==> src/rtl/uart_rx.sv <==
// 8N1 UART receiver: 2-flop synchronizer, mid-bit sampling FSM and a one-deep
// valid/ready holding register with single-cycle frame_err / overrun pulses.
module uart_rx #(
    parameter int unsigned CLKS_PER_BIT = 221,
    parameter int unsigned HALF_BIT     = CLKS_PER_BIT / 2
) (
    input  logic       clk,
    input  logic       resetn,
    input  logic       rxd,
    output logic [7:0] data,
    output logic       valid,
    input  logic       ready,
    output logic       busy,
    output logic       frame_err,
    output logic       overrun
);

    localparam int unsigned CntW = (CLKS_PER_BIT > 1) ? $clog2(CLKS_PER_BIT) : 1;
    localparam logic [CntW-1:0] BitReload  = CntW'(CLKS_PER_BIT - 1);
    localparam logic [CntW-1:0] HalfReload = CntW'(HALF_BIT - 1);

    typedef enum logic [2:0] {StIdle, StStart, StData, StStop, StBreak} state_e;

    state_e          state_q, state_d;
    logic [CntW-1:0] cnt_q, cnt_d;
    logic [2:0]      bit_q, bit_d;
    logic [7:0]      shift_q, shift_d;
    logic [7:0]      data_q, data_d;
    logic            valid_q, valid_d;
    logic            fe_q, fe_d;
    logic            ovr_q, ovr_d;
    logic            rx_meta, rx_s;
    logic            byte_done, frame_bad, cnt_zero;

    // Synchronizer resets to the idle level so reset never fakes a start edge
    always_ff @(posedge clk or negedge resetn) begin
        if (!resetn) begin
            rx_meta <= 1'b1;
            rx_s    <= 1'b1;
        end else begin
            rx_meta <= rxd;
            rx_s    <= rx_meta;
        end
    end

    always_ff @(posedge clk or negedge resetn) begin
        if (!resetn) begin
            state_q <= StIdle;
            cnt_q   <= '0;
            bit_q   <= '0;
            shift_q <= '0;
            data_q  <= '0;
            valid_q <= 1'b0;
            fe_q    <= 1'b0;
            ovr_q   <= 1'b0;
        end else begin
            state_q <= state_d;
            cnt_q   <= cnt_d;
            bit_q   <= bit_d;
            shift_q <= shift_d;
            data_q  <= data_d;
            valid_q <= valid_d;
            fe_q    <= fe_d;
            ovr_q   <= ovr_d;
        end
    end

    assign cnt_zero = (cnt_q == '0);

    always_comb begin
        state_d   = state_q;
        cnt_d     = cnt_q;
        bit_d     = bit_q;
        shift_d   = shift_q;
        byte_done = 1'b0;
        frame_bad = 1'b0;
        case (state_q)
            StIdle: begin
                if (!rx_s) begin
                    state_d = StStart;
                    cnt_d   = HalfReload;
                end
            end
            StStart: begin
                if (!cnt_zero) begin
                    cnt_d = cnt_q - 1'b1;
                end else if (rx_s) begin
                    state_d = StIdle;
                end else begin
                    state_d = StData;
                    cnt_d   = BitReload;
                    bit_d   = '0;
                end
            end
            StData: begin
                if (!cnt_zero) begin
                    cnt_d = cnt_q - 1'b1;
                end else begin
                    // LSB arrives first, so shift right and insert at the top
                    shift_d = {rx_s, shift_q[7:1]};
                    cnt_d   = BitReload;
                    if (bit_q == 3'd7) begin
                        state_d = StStop;
                    end else begin
                        bit_d = bit_q + 3'd1;
                    end
                end
            end
            StStop: begin
                if (!cnt_zero) begin
                    cnt_d = cnt_q - 1'b1;
                end else if (rx_s) begin
                    byte_done = 1'b1;
                    state_d   = StIdle;
                end else begin
                    frame_bad = 1'b1;
                    state_d   = StBreak;
                end
            end
            StBreak: begin
                if (rx_s) begin
                    state_d = StIdle;
                end
            end
            default: state_d = StIdle;
        endcase
    end

    always_comb begin
        data_d  = data_q;
        valid_d = valid_q;
        fe_d    = frame_bad;
        ovr_d   = 1'b0;
        if (valid_q && ready) begin
            valid_d = 1'b0;
        end
        if (byte_done) begin
            if (!valid_q || ready) begin
                data_d  = shift_q;
                valid_d = 1'b1;
            end else begin
                ovr_d = 1'b1;
            end
        end
    end

    assign data      = data_q;
    assign valid     = valid_q;
    assign frame_err = fe_q;
    assign overrun   = ovr_q;
    assign busy      = (state_q != StIdle);

endmodule

==> config.mk <==
export PLATFORM = sky130hd
export DESIGN_NAME = uart_rx
export DESIGN_NICKNAME = d
export VERILOG_FILES = /design/src/rtl/uart_rx.sv
export SDC_FILE = /design/constraint.sdc
export NUM_CORES = 1
export LEC_CHECK = 0
export CAP_MARGIN = 10
export CORE_MARGIN = 8
export CORE_UTILIZATION = 35
export CTS_CLUSTER_SIZE = 30
export DETAILED_ROUTE_END_ITERATION = 6
export HOLD_SLACK_MARGIN = 0.1
export SLEW_MARGIN = 10
export SYNTH_ARGS = -nofsm -noshare
export SYNTH_HDL_FRONTEND = slang
export SYNTH_SLANG_ARGS = --single-unit
==> constraint.sdc <==
create_clock -name clk -period 3.8 [get_ports clk]
set_input_delay 0.76 -clock clk [delete_from_list [all_inputs] [get_ports clk]]
set_output_delay 0.76 -clock clk [all_outputs]
set_load 0.01 [all_outputs]
==> metrics.txt, run 1 <==
initial drt markers=47; Max Cap Viol=0; Critical Path Slowest Stage Cell=or4b_1; main flop type after synthesis=dfrtp_1; Antenna Nets Post-Route=0; Clock transition at path regs=70 ps; Pleak=0.859 nW; sw frac=20.5%; routed wire length per instance=14.9 µm; DP Wirelength=2370 µm; Worst Path Max Fanout=8; # diodes=0; CP Class=reg -> reg; Async SR Flop Fraction=100%; CTS tree=done; Core ar.=4660 µm²; RD Place Congestion=0.860; share of layout cells above drive strength 1=17.8%; # IOs=16; clk_skew=6.51 ps; DRC=0; grt ovf=0; RSZ-0062 raised after global routing=false; Post-Syn Area=1670 µm²; clock network fraction of total power=46.2%; initial antenna violation count=0; min-delay worst type=reg -> reg; Switch Pwr=0.147 mW; post-synthesis cell count=153; pin count of the biggest net entering global routing=36; P_int=0.573 mW; Yosys warnings=0; FMAX=400 MHz; max-slew violations=0; root buffer cell=clkbuf_8; vias per cell=5.36; syn_area_per_cell=10.9 µm²; Max H-tree Level=2; WL final=3320 µm; Worst EP required=3970 ps; CTS Buf Count=5; Worst-Margin Slew=790 ps; met1 usage=11.9%; Reg2Reg Depth=6; maximum VDD drop=128 µV; PwrDens=366 nW/µm²; Comb power frac=1.6%; Tot GR Track Use=9.47%; Hold Path Cell Cnt=0; via count=1196; critical path launch point type=register; critical path arrival=2670 ps; Initial Util=35.9%; Crit. End Element=register; worst-skew pair later-pin latency=290 ps; num rows=25; Die H=85.2 µm; area growth from synthesis to layout=17.6%; max incr delay on CP=590 ps; run status=completed; final hold violation count=0; Seq/Total Area, Yosys=52.5%; final worst path period share=65.7%; met3 Use GR=3.57%; min Tclk post-route=2500 ps; synthesized net count=161; vias in the first global route=1127; Die ar.=7250 µm²; Reg power frac=52.1%; DRT Pass-1 Iters=4; first-pass GRT wire length=5580 µm; final core occ=42.3%; Die X=85.2 µm; Final nets=176; synthesized flop and latch total=35; Slew HR=47.1%; clock sink count=35; number of synthesized flops with an enable pin=0; routing usage on met2=14.3%; clk buf depth=2; Top Usage Layer GRT=met2; Cell variety after synth=39; crit-path cells=inv_1 > ha_1 > or4b_1 > nor4_4 > and4_1 > mux2_2; hold_buf cts=0; post-CTS setup buffer count=0; post-cts sizing count=0; Setup TNS Final=0 ps; final count of negative-setup-slack endpoints=0; Port Buffers=15
-- area by class of cell --
| class | count | area, µm² |
|---|---|---|
| repair buffers | 16 | 158 |
| clock buffers | 5 | 68.8 |
| multi-input cells | 104 | 731 |
| fillers | 431 | 2690 |
| clock inverters | 3 | 43.8 |
| inverters | 6 | 22.5 |
| flip-flops and latches | 35 | 878 |
| well taps | 54 | 67.6 |
-- final timing paths --
check | startpoint | to | slack [ps]
max in group asynchronous | resetn | rx_meta | 2570
min reg2reg | rx_meta | rx_s | 360
max reg2reg | cnt_q[0] | data[7] | 1300
max | cnt_q[0] | data[7] | 1300
min | rx_meta | rx_s | 360
min in group asynchronous | resetn | state_q[0] | 890
-- cell usage in the layout (no fill, tap or decap), drive strengths merged --
master	netlist	routed
ha	4	4
clkdlybuf4s50	0	15
a21oi	11	11
dfstp	2	2
nor4	2	2
bufinv	0	1
o21ai	9	9
and2	1	1
or3	5	5
nand4b	1	1
a211o	1	1
a21o	1	1
buf	6	1
o22a	4	4
or2	1	1
or4b	1	1
o21bai	1	1
dfrtp	33	33
a2111oi	1	1
mux2i	1	1
o22ai	2	2
nand2b	1	1
clkinv	0	2
mux2	16	16
nand3b	1	1
nor2	11	11
and4	1	1
nor3	7	7
a311oi	1	1
o311ai	3	3
inv	6	6
a211oi	2	2
nor2b	2	2
nand2	13	13
clkbuf	2	5
-- registers in the layout, summed over array words and instances (netlist names) --
signal     flops
bit_q          3
cnt_q          8
data           8
frame_err      1
overrun        1
rx_meta        1
rx_s           1
shift_q        8
state_q        3
valid          1
-- synthesized netlist by cell type, types with 2 or more instances --
cell type | n | share of area (%)
a21oi_1 | 11 | 3.3
dfstp_2 | 2 | 3.1
or3_2 | 3 | 1.3
mux2_1 | 4 | 2.7
mux2_2 | 12 | 8.1
a211oi_1 | 2 | 0.90
inv_1 | 6 | 1.3
nand2_1 | 13 | 2.9
dfrtp_1 | 33 | 49
nor2_1 | 11 | 2.5
o21ai_0 | 6 | 1.8
o22ai_1 | 2 | 0.75
o22a_1 | 3 | 1.6
buf_4 | 2 | 0.90
o311ai_1 | 3 | 1.6
ha_1 | 4 | 3.0
clkbuf_1 | 2 | 0.45
o21ai_1 | 3 | 0.90
buf_2 | 4 | 1.2
nor2b_1 | 2 | 0.75
nor3_1 | 7 | 2.1
-- layer usage --
metal | wire length, µm | vias to the layer above
met3 | 179 | 5
met5 | 0 | -
met4 | 44 | 0
li1 | - | 581
met1 | 1560 | 585
met2 | 1530 | 25
-- cell families after synthesis --
family,count (synthesis),share of synthesized area [%]
adder cells (fa/ha/maj),4,2.99
AO/OA/AOI/OAI,36,13.8
AND/OR/NAND/NOR,47,15.5
buffers and inverters,14,3.89
multiplexers,17,11.4
flip-flops,35,52.5
-- stage by stage --
step | hold WS (ps) | worst slack, ps | cells | area [µm²] | power, mW
after floorplan | 345 | 1650 | 153 | 1670 | 0.384
after global placement | 347 | 1410 | 215 | 1860 | 0.395
after detailed placement | 349 | 1320 | 215 | 1860 | 0.395
after CTS | 360 | 1310 | 223 | 1970 | 0.731
after global routing | 364 | 1180 | 223 | 1970 | 0.751
final | 358 | 1300 | 223 | 1970 | 0.721
-- power by group through the flow --
stage	registers, mW	clock network (mW)	logic [mW]
after floorplan	0.382	0	0.00217
after global routing	0.376	0.362	0.0140
after detailed placement	0.383	0	0.0125
after CTS	0.376	0.343	0.0126
final	0.376	0.333	0.0118
after global placement	0.383	0	0.0121
-- worst max-delay path, delay by kind of cell, from the launching register on --
kind,cells,cell delay [ps]
adders and majority gates,1,160
buffers and inverters,1,130
DFF,1,390
muxes,1,380
and+or+nand+nor,3,1330
Power figures use the tool's default switching activity.
==> inputs of run 2 (changes only) <==
Clock period 3.8 ns to 2.3 ns, I/O delays scaled along.
==> metrics.txt, run 2 (synthesized netlist as in run 1, its figures left out) <==
run status=completed; DRT Pass-1 Iters=4 (unchanged); Hold Path Cell Cnt=0 (unchanged); most frequent cells in the layout=dfrtp_1 (33), clkdlybuf4s50_1 (15), nand2_1 (13), mux2_2 (12); max-slew violations=0 (unchanged); Worst EP required=1840 ps (-2130 ps); routed wire length per instance=15.0 µm (+0.49%); initial antenna violation count=0 (unchanged); # IOs=16 (unchanged); DP Wirelength=2530 µm (+7.0%); Crit. End Element=output pin; final count of negative-setup-slack endpoints=0 (unchanged); Final nets=183 (+4.0%); Worst Path Max Fanout=15 (+7); clk_skew=5.51 ps (-0.994 ps); final hold violation count=0 (unchanged); min Tclk post-route=2200 ps; Core ar.=4660 µm² (unchanged); final core occ=43.7% (+1.5 points); maximum VDD drop=246 µV (+93%); pin count of the biggest net entering global routing=36 (unchanged); worst-skew pair later-pin latency=290 ps (about the same); RSZ-0062 raised after global routing=false; P_int=0.947 mW (+65%); grt ovf=0 (unchanged); Final Cell Area=2040 µm² (+3.5%); leading cell type in the layout, fill and taps excluded=dfrtp_1; via count=1248 (+4.3%); hold_buf cts=0 (unchanged); clk buf depth=2 (unchanged); root buffer cell=clkbuf_8; Worst-Margin Slew=444 ps (-346 ps); Initial Util=35.9% (unchanged); first-pass GRT wire length=5870 µm (+5.2%); min-delay worst type=reg -> reg; CP Class=reg -> out; DRC=0 (unchanged); clock network fraction of total power=46.2% (about the same); Max Cap Viol=0 (unchanged); Die X=85.2 µm (unchanged); Die H=85.2 µm (unchanged); CTS Buf Count=5 (unchanged); Setup TNS Final=0 ps (unchanged); CTS tree=done; Fillers=422 (-2.1%); sw frac=20.4% (-0.075 points); Tot GR Track Use=10.1% (+0.67 points); vias in the first global route=1300 (+15%); Die ar.=7250 µm² (unchanged); Reg power frac=52.2% (about the same); Switch Pwr=0.243 mW (+64%); PwrDens=584 nW/µm² (+59%); total power=1.19 mW (+65%); # diodes=0 (unchanged); num rows=25 (unchanged); initial drt markers=83 (+77%); final worst path period share=95.5%; final setup margin=104 ps (-1200 ps); vias per cell=5.43 (+1.2%); area growth from synthesis to layout=21.7%; Area after DPL=1910 µm² (+2.8%); WL final=3440 µm (+3.6%); Antenna Nets Post-Route=0 (unchanged); clock sink count=35 (unchanged); share of layout cells above drive strength 1=23.3% (+5.5 points); RD Place Congestion=0.900 (+4.7%); Place WS=-17.3 ps (-1340 ps); critical path launch point type=register; FMAX=455 MHz; Port Buffers=15 (unchanged); Max H-tree Level=2 (unchanged); post-CTS setup buffer count=0 (unchanged); critical path arrival=1740 ps (-930 ps); Clock transition at path regs=80 ps (about the same); Comb power frac=1.6% (about the same); Reg2Reg Depth=7 (+1); Slew HR=70.4% (+23 points); Pleak=0.894 nW (+4.1%)
==> run 2: cell count changes in the layout (fill, tap and decap cells not counted), sizes merged <==
cell | previous run | this run
buf | 1 | 8
==> run 2: metrics by stage <==
step                      cells  hold WS [ps]
final                       230           357
after CTS                   230           358
after floorplan             153           164
after global routing        230           361
after global placement      222           348
after detailed placement    222           348
==> run 2: worst max-delay path, cell delays in order (launching register included) <==
cell	delay, ps
dfrtp_1	540
or3_1	420
clkdlybuf4s50_1	490
==> run 2: repair_timing <==
item	4_1_cts	5_1_grt
pin swaps	0	1
gates resized for setup	1	5
setup endpoints to repair	5	27
==> run 2: power by group through the flow <==
stage	logic, mW	clock network [mW]	registers, mW
floorplan	0.00359	0	0.631
global placement	0.0199	0	0.632
detailed placement	0.0208	0	0.632
CTS	0.0207	0.566	0.620
global route	0.0231	0.599	0.621
finish	0.0195	0.550	0.620
==> run 2: cell type report <==
type,count,area [µm²],share of cell area [%]
well taps,54,67.6,3.31
repair buffers,23,210,10.3
flip-flops and latches,35,878,43.1
multi-input cells,104,747,36.6
inverters,6,22.5,1.10
clock inverters,3,43.8,2.15
clock buffers,5,68.8,3.38
==> run 2: path summary, 6_finish.rpt <==
check                            from  slack (ps)    endpoint
setup / recovery           state_q[0]         100        busy
hold / removal                rx_meta         360        rx_s
setup reg to reg             cnt_q[1]         120  shift_q[0]
hold reg to reg               rx_meta         360        rx_s
max in group asynchronous      resetn        1370     rx_meta
min in group asynchronous      resetn         580     data[0]
==> run 2: routing by layer <==
layer | up-vias | track usage [%] | routed length, µm
met5 | - | 0 | 0
met1 | 606 | 11.0 | 1470
li1 | 594 | - | -
met3 | 8 | 3.38 | 215
met4 | 0 | 4.37 | 58
met2 | 40 | 17.5 | 1700
